`config.mk`:
```
export PLATFORM = sky130hd
export DESIGN_NAME = freq_bram_arbiter
export DESIGN_NICKNAME = d
export VERILOG_FILES = /design/src/rtl/freq_bram_arbiter.sv
export SDC_FILE = /design/constraint.sdc
export NUM_CORES = 1
export LEC_CHECK = 0
export ABC_CLOCK_PERIOD_IN_PS = 2300
export BUFFER_PORTS_ARGS = -buffer_cell sky130_fd_sc_hd__buf_4
export CAP_MARGIN = 20
export CORE_ASPECT_RATIO = 1.1
export CORE_MARGIN = 2
export CORE_UTILIZATION = 42
export CTS_BUF_LIST = sky130_fd_sc_hd__clkbuf_4
export CTS_CLUSTER_SIZE = 16
export DETAILED_ROUTE_END_ITERATION = 6
export PLACE_DENSITY = 0.86
export SETUP_SLACK_MARGIN = 0.02
export SYNTH_ARGS = -nofsm -noshare
export SYNTH_HDL_FRONTEND = slang
export SYNTH_SLANG_ARGS = --single-unit
```
`constraint.sdc`:
```
create_clock -name clk -period 2.3 [get_ports clk]
set_input_delay 0.115 -clock clk [delete_from_list [all_inputs] [get_ports clk]]
set_output_delay 0.115 -clock clk [all_outputs]
set_load 0.01 [all_outputs]
```
`src/rtl/freq_bram_arbiter.sv`:
```
// freq_bram_arbiter
//   Owns both ports of the dual-port frequency-bin BRAM (1-cycle registered
//   read, old data returned on same-address read-during-write).
//   - Read port shared between A (SDFT engine, priority) and B (readout),
//     with a starvation limit that forces a B grant after STARVE_MAX
//     consecutive contested A wins.
//   - Write port belongs to A, except during the clear sequence, which
//     writes CLEAR_VALUE to every bin, one per cycle.
//   - Same-cycle read/write to one address forwards the write data.
// Ports
//   clk, reset_n            clock, async active-low reset
//   clear / busy            start clear pulse / clear in progress
//   a_req,a_addr,a_gnt      A read request/address/grant
//   a_rvalid,a_rdata        A read response (cycle after grant)
//   a_wen,a_waddr,a_wdata   A write request, a_wready = accepted
//   b_req,b_addr,b_gnt      B read request/address/grant
//   b_rvalid,b_rdata        B read response
//   bram_*                  BRAM read/write port pins
module freq_bram_arbiter #(
  parameter int                 addr_w      = 7,
  parameter int                 data_w      = 8,
  parameter int                 STARVE_MAX  = 4,
  parameter logic [data_w-1:0]  CLEAR_VALUE = '0
) (
  input  logic              clk,
  input  logic              reset_n,
  input  logic              clear,
  output logic              busy,
  input  logic              a_req,
  input  logic [addr_w-1:0] a_addr,
  output logic              a_gnt,
  output logic              a_rvalid,
  output logic [data_w-1:0] a_rdata,
  input  logic              a_wen,
  input  logic [addr_w-1:0] a_waddr,
  input  logic [data_w-1:0] a_wdata,
  output logic              a_wready,
  input  logic              b_req,
  input  logic [addr_w-1:0] b_addr,
  output logic              b_gnt,
  output logic              b_rvalid,
  output logic [data_w-1:0] b_rdata,
  output logic              bram_r_en,
  output logic [addr_w-1:0] bram_r_addr,
  output logic              bram_w_en,
  output logic [addr_w-1:0] bram_w_addr,
  output logic [data_w-1:0] bram_d_in,
  input  logic [data_w-1:0] bram_d_out
);
  localparam int SW = $clog2(STARVE_MAX + 1);

  typedef enum logic {S_IDLE, S_CLEAR} state_t;

  state_t              r_state, w_next;
  logic [SW-1:0]       r_starve;
  logic [addr_w-1:0]   r_clr_addr;
  logic                r_a_rvalid, r_b_rvalid;
  logic                r_fwd;
  logic [data_w-1:0]   r_fwd_data;
  logic                w_force_b;
  logic                w_rd_hit;

  // ---------------- FSM: state register ----------------
  always_ff @(posedge clk or negedge reset_n) begin
    if (!reset_n) r_state <= S_IDLE;
    else          r_state <= w_next;
  end

  // ---------------- FSM: next state ----------------
  always_comb begin
    w_next = r_state;
    case (r_state)
      S_IDLE:  if (clear) w_next = S_CLEAR;
      S_CLEAR: if (r_clr_addr == {addr_w{1'b1}}) w_next = S_IDLE;
      default: w_next = S_IDLE;
    endcase
  end

  // B wins contention once A has taken STARVE_MAX contested cycles in a row
  assign w_force_b = (r_starve == SW'(STARVE_MAX));

  // ---------------- FSM: outputs ----------------
  // Everything here is gated by reset_n so the BRAM sees no activity while
  // reset is held.
  always_comb begin
    a_gnt       = 1'b0;
    b_gnt       = 1'b0;
    bram_r_en   = 1'b0;
    bram_r_addr = '0;
    bram_w_en   = 1'b0;
    bram_w_addr = '0;
    bram_d_in   = '0;
    busy        = 1'b0;
    if (reset_n) begin
      case (r_state)
        S_IDLE: begin
          a_gnt = a_req & ~(b_req & w_force_b);
          b_gnt = b_req & (~a_req | w_force_b);
          bram_r_en = a_gnt | b_gnt;
          if (b_gnt)      bram_r_addr = b_addr;
          else if (a_gnt) bram_r_addr = a_addr;
          bram_w_en   = a_wen;
          bram_w_addr = a_waddr;
          bram_d_in   = a_wdata;
        end
        S_CLEAR: begin
          busy        = 1'b1;
          bram_w_en   = 1'b1;
          bram_w_addr = r_clr_addr;
          bram_d_in   = CLEAR_VALUE;
        end
        default: ;
      endcase
    end
  end

  assign a_wready = ~busy;

  // BRAM returns old data on same-address read-during-write; remember the
  // new data so the requester sees it instead.
  assign w_rd_hit = bram_r_en & bram_w_en & (bram_r_addr == bram_w_addr);

  // ---------------- datapath registers ----------------
  always_ff @(posedge clk or negedge reset_n) begin
    if (!reset_n) begin
      r_a_rvalid <= 1'b0;
      r_b_rvalid <= 1'b0;
      r_fwd      <= 1'b0;
      r_fwd_data <= '0;
      r_starve   <= '0;
      r_clr_addr <= '0;
    end else begin
      r_a_rvalid <= a_gnt;
      r_b_rvalid <= b_gnt;
      r_fwd      <= w_rd_hit;
      if (w_rd_hit) r_fwd_data <= bram_d_in;

      // A contested A win can only happen below STARVE_MAX, so no saturation
      if (a_gnt & b_req)        r_starve <= r_starve + SW'(1);
      else if (b_gnt | ~b_req)  r_starve <= '0;

      // counter wraps to 0 after the last bin, ready for the next clear
      if (r_state == S_CLEAR) r_clr_addr <= r_clr_addr + addr_w'(1);
    end
  end

  assign a_rvalid = r_a_rvalid;
  assign b_rvalid = r_b_rvalid;
  assign a_rdata  = r_fwd ? r_fwd_data : bram_d_out;
  assign b_rdata  = r_fwd ? r_fwd_data : bram_d_out;

endmodule
```
==> flow_metrics.py <==
metrics = {
    "timing": {
        "hold_ws_ns": 0.0842,
        "period_minus_slack_ns": 2.35,
        "worst_pin_slew_ns": 0.574,
        "fin_skew_ns": 0.00390,
        "slew_viol_final": 0,
        "slew_headroom_pct": 61.6,
        "rsz0062_at_grt": "yes",
        "fmax_mhz": 425,
        "min_period_over_period_pct": 102,
        "hold_viol": 0,
        "setup_viol": 8,
        "fin_ws_ns": -0.0539,
    },
    "final_layout": {
        "n_antenna_cell": 0,
        "finalCoreUtilization_pct": 67.2,
        "fillers": 324,
        "drive_above_1_share_pct": 58.8,
        "syn_to_final_growth_pct": 51.0,
        "finalNonFillerCells": 307,
        "nets": 305,
    },
    "setup_path": {
        "crit_start": "r_starve[1]",
        "cp_slowest_cell": "dfrtp_1",
        "worstPathArrival_ns": 2.55,
        "path_common_cell": "and4_4",
        "cp_num_buf_inv": 2,
        "crit_path_max_fanout": 7,
        "r2r-start": "r_starve[1]",
        "critPathMaxStageDelay_ns": 0.38,
        "crit_type": "flip-flop to flip-flop",
        "path_cells": "inv_2 -> ha_4 -> a21bo_4 -> and4_4 -> or3_4 -> a211oi_2 -> and4_4 -> buf_6 -> mux2_4",
        "endpoint_kind": "flip-flop",
        "crit_required_ns": 2.50,
        "cp-start-kind": "flip-flop",
        "path_delay_family": "simple AND/OR/NAND/NOR gates",
    },
    "synth": {
        "avgSynthCellArea_sq_um": 9.93,
        "ys_warn_count": 0,
        "syn_inst": 165,
        "synth_area_sq_mm": 0.00164,
        "seq_area_frac_synth_pct": 33.6,
        "ys_seq_elements": 22,
        "synth.distinct_cells": 38,
        "syn_nets": 211,
    },
    "detailed_routing": {
        "routed_via_density": 5.10,
        "drc": 0,
        "drtIter0Drc": 26,
        "drt_first_pass_iters": 4,
        "routed-via-count": 1566,
        "wl_per_cell_microns": 14.2,
        "drtAntennaViolNets": 0,
        "wl_microns": 4350,
    },
    "clocking": {
        "path_clk_slew_ns": 0.11,
        "cts_sinks": 22,
        "cts_made_buffers": 3,
        "htreeDepth": 1,
        "root_buffer": "clkbuf_4",
        "cts_tree": "yes",
        "clk-insertion-delay-late_ns": 0.30,
        "cts_buffer_depth": 2,
    },
    "die": {
        "die_area_sq_mm": 0.00442,
        "rows": 23,
        "fp.dieW_microns": 63.6,
        "boundaryPins": 89,
        "die_y_microns": 69.5,
        "core_sq_mm": 0.00368,
        "initial_core_util_pct": 44.5,
    },
    "place": {
        "place.gp.congestion": 0.802,
        "io_buffers": 88,
        "dp_cells": 299,
        "dpl.hpwl_microns": 3350,
    },
    "pwr": {
        "powerDensity_mw_per_mm2": 480,
        "ir_drop_mv": 0.407,
        "p_leak_nw": 1.31,
        "power_mw": 1.19,
    },
    "hold_path": {
        "hp-start": "clear",
        "hp-class": "primary input to flip-flop",
    },
    "global_route": {
        "grt_overflow": 0,
        "grt_pass1_vias": 1533,
        "grt_max_degree": 23,
        "grt_use_total_pct": 20.1,
        "antenna_found_initial": 0,
        "grt_pass1_wl_microns": 7130,
    },
    "run_status": {
        "violations": "negative setup slack",
        "status": "finished, violations left",
    },
    "job": {
        "cap_violations": 0,
    },
}
-- cell usage in the layout (no fill, tap or decap), drive strengths merged, types with 2 or more instances in the layout --
cell type	count
xnor2	3
buf	107
a21oi	2
and4	13
o21ai	2
nor2	4
mux2	22
or2	6
nor2b	3
ha	3
nand4	5
nor4	2
nor3	5
clkbuf	3
o21a	8
inv	8
xor2	3
mux2i	2
and2	9
dfrtp	22
and3	2
nand2	12
nand3	2
-- worst register-to-register path: cells and delay by family (launching register included) --
family | cells | cell delay (ns)
buffers and inverters | 2 | 0.19
muxes | 1 | 0.30
and+or+nand+nor | 3 | 0.79
adders and majority gates | 1 | 0.17
DFF | 1 | 0.38
AOI/OAI and AO/OA | 2 | 0.43
-- cells in the mapped netlist --
cell type | n | share of area, %
mux2_2 | 13 | 8.9
nand3_2 | 1 | 0.61
o21ai_0 | 2 | 0.61
or2_2 | 6 | 2.3
and4_1 | 12 | 6.4
o21a_1 | 8 | 3.7
xor2_1 | 3 | 1.6
mux2_1 | 1 | 0.69
nor3_1 | 5 | 1.5
buf_6 | 3 | 2.1
buf_4 | 10 | 4.6
nor2b_4 | 1 | 0.84
nor2b_1 | 2 | 0.76
nand4_1 | 5 | 1.9
nor2_1 | 4 | 0.92
mux2i_1 | 2 | 1.2
a21oi_1 | 2 | 0.61
or3_1 | 1 | 0.38
a21bo_1 | 1 | 0.61
dfrtp_1 | 22 | 34
nor3b_1 | 1 | 0.46
ha_1 | 3 | 2.3
and2_1 | 9 | 3.4
and3_1 | 2 | 0.76
inv_1 | 8 | 1.8
nor4_1 | 2 | 0.76
buf_2 | 2 | 0.61
and4b_1 | 1 | 0.61
nand3_1 | 1 | 0.31
mux2_4 | 8 | 7.3
xnor2_1 | 3 | 1.6
clkbuf_1 | 4 | 0.92
a211oi_1 | 1 | 0.46
and4_4 | 1 | 0.69
a21boi_0 | 1 | 0.46
o22ai_1 | 1 | 0.38
nand4b_1 | 1 | 0.53
nand2_1 | 12 | 2.7
-- path summary, 6_finish.rpt --
check	end	slack, ns	depth (start not counted)
worst max-delay path	r_fwd_data[0]	-0.05	9
worst min-delay path	r_state	0.08	3
worst max register to register	r_fwd_data[0]	-0.05	9
worst min register to register	r_clr_addr[6]	0.51	1
max in group asynchronous	b_rvalid	1.32	4
min in group asynchronous	r_clr_addr[6]	0.51	3
-- power breakdown --
group,internal (mW),switching (mW),leakage [nW]
clock network,0.0610,0.106,0.0138
registers,0.452,0.0742,0.288
logic,0.282,0.212,1.01
total,0.795,0.392,1.31
-- layout make-up --
class                      instances  area (sq um)  area share [%]
clock buffer                       3          22.5           0.910
sequential                        22           551            22.2
multi-input combinational        116           981            39.6
inverter                           8          30.0            1.21
timing repair buffer             108           828            33.5
tap                               50          62.6            2.53
-- stage by stage --
| stage | area (sq um) | worst slack [ns] | TNS (ns) |
|---|---|---|---|
| floorplan | 1640 | 0.0369 | 0 |
| global placement | 2340 | -0.0727 | -0.558 |
| detailed placement | 2340 | -0.111 | -0.841 |
| CTS | 2430 | -0.0675 | -0.492 |
| global route | 2470 | -0.149 | -1.14 |
| finish | 2470 | -0.0539 | -0.389 |
-- timing repair --
item                       CTS  global route
setup buffers                2             1
gates resized for setup     10             5
hold endpoints to repair    22             0
setup endpoints to repair    8             8
pin swaps                    5             2
hold buffers                 1             0
gates cloned                 0             0
-- kinds of logic after synthesis --
family / share of synthesized area [%]
compound gates: 6.79
xor+xnor: 3.21
fa+ha+maj: 2.29
buf+inv: 10.0
flops: 33.6
mux: 18.2
simple gates: 26.0
-- flip-flops by register name, indices dropped and copies added, names as in the netlist --
name and flops:
b_rvalid 1, r_clr_addr 7, r_fwd 1, a_rvalid 1, r_state 1, r_fwd_data 8, r_starve 3
-- metal layers --
| metal | vias up | GRT usage, % | wire, microns |
|---|---|---|---|
| met5 | - | 0 | 0 |
| met4 | 0 | 6.52 | 70 |
| met3 | 6 | 3.08 | 269 |
| met2 | 64 | 36.6 | 2230 |
| met1 | 727 | 23.9 | 1770 |
| li1 | 769 | - | - |
Power figures use the tool's default switching activity.
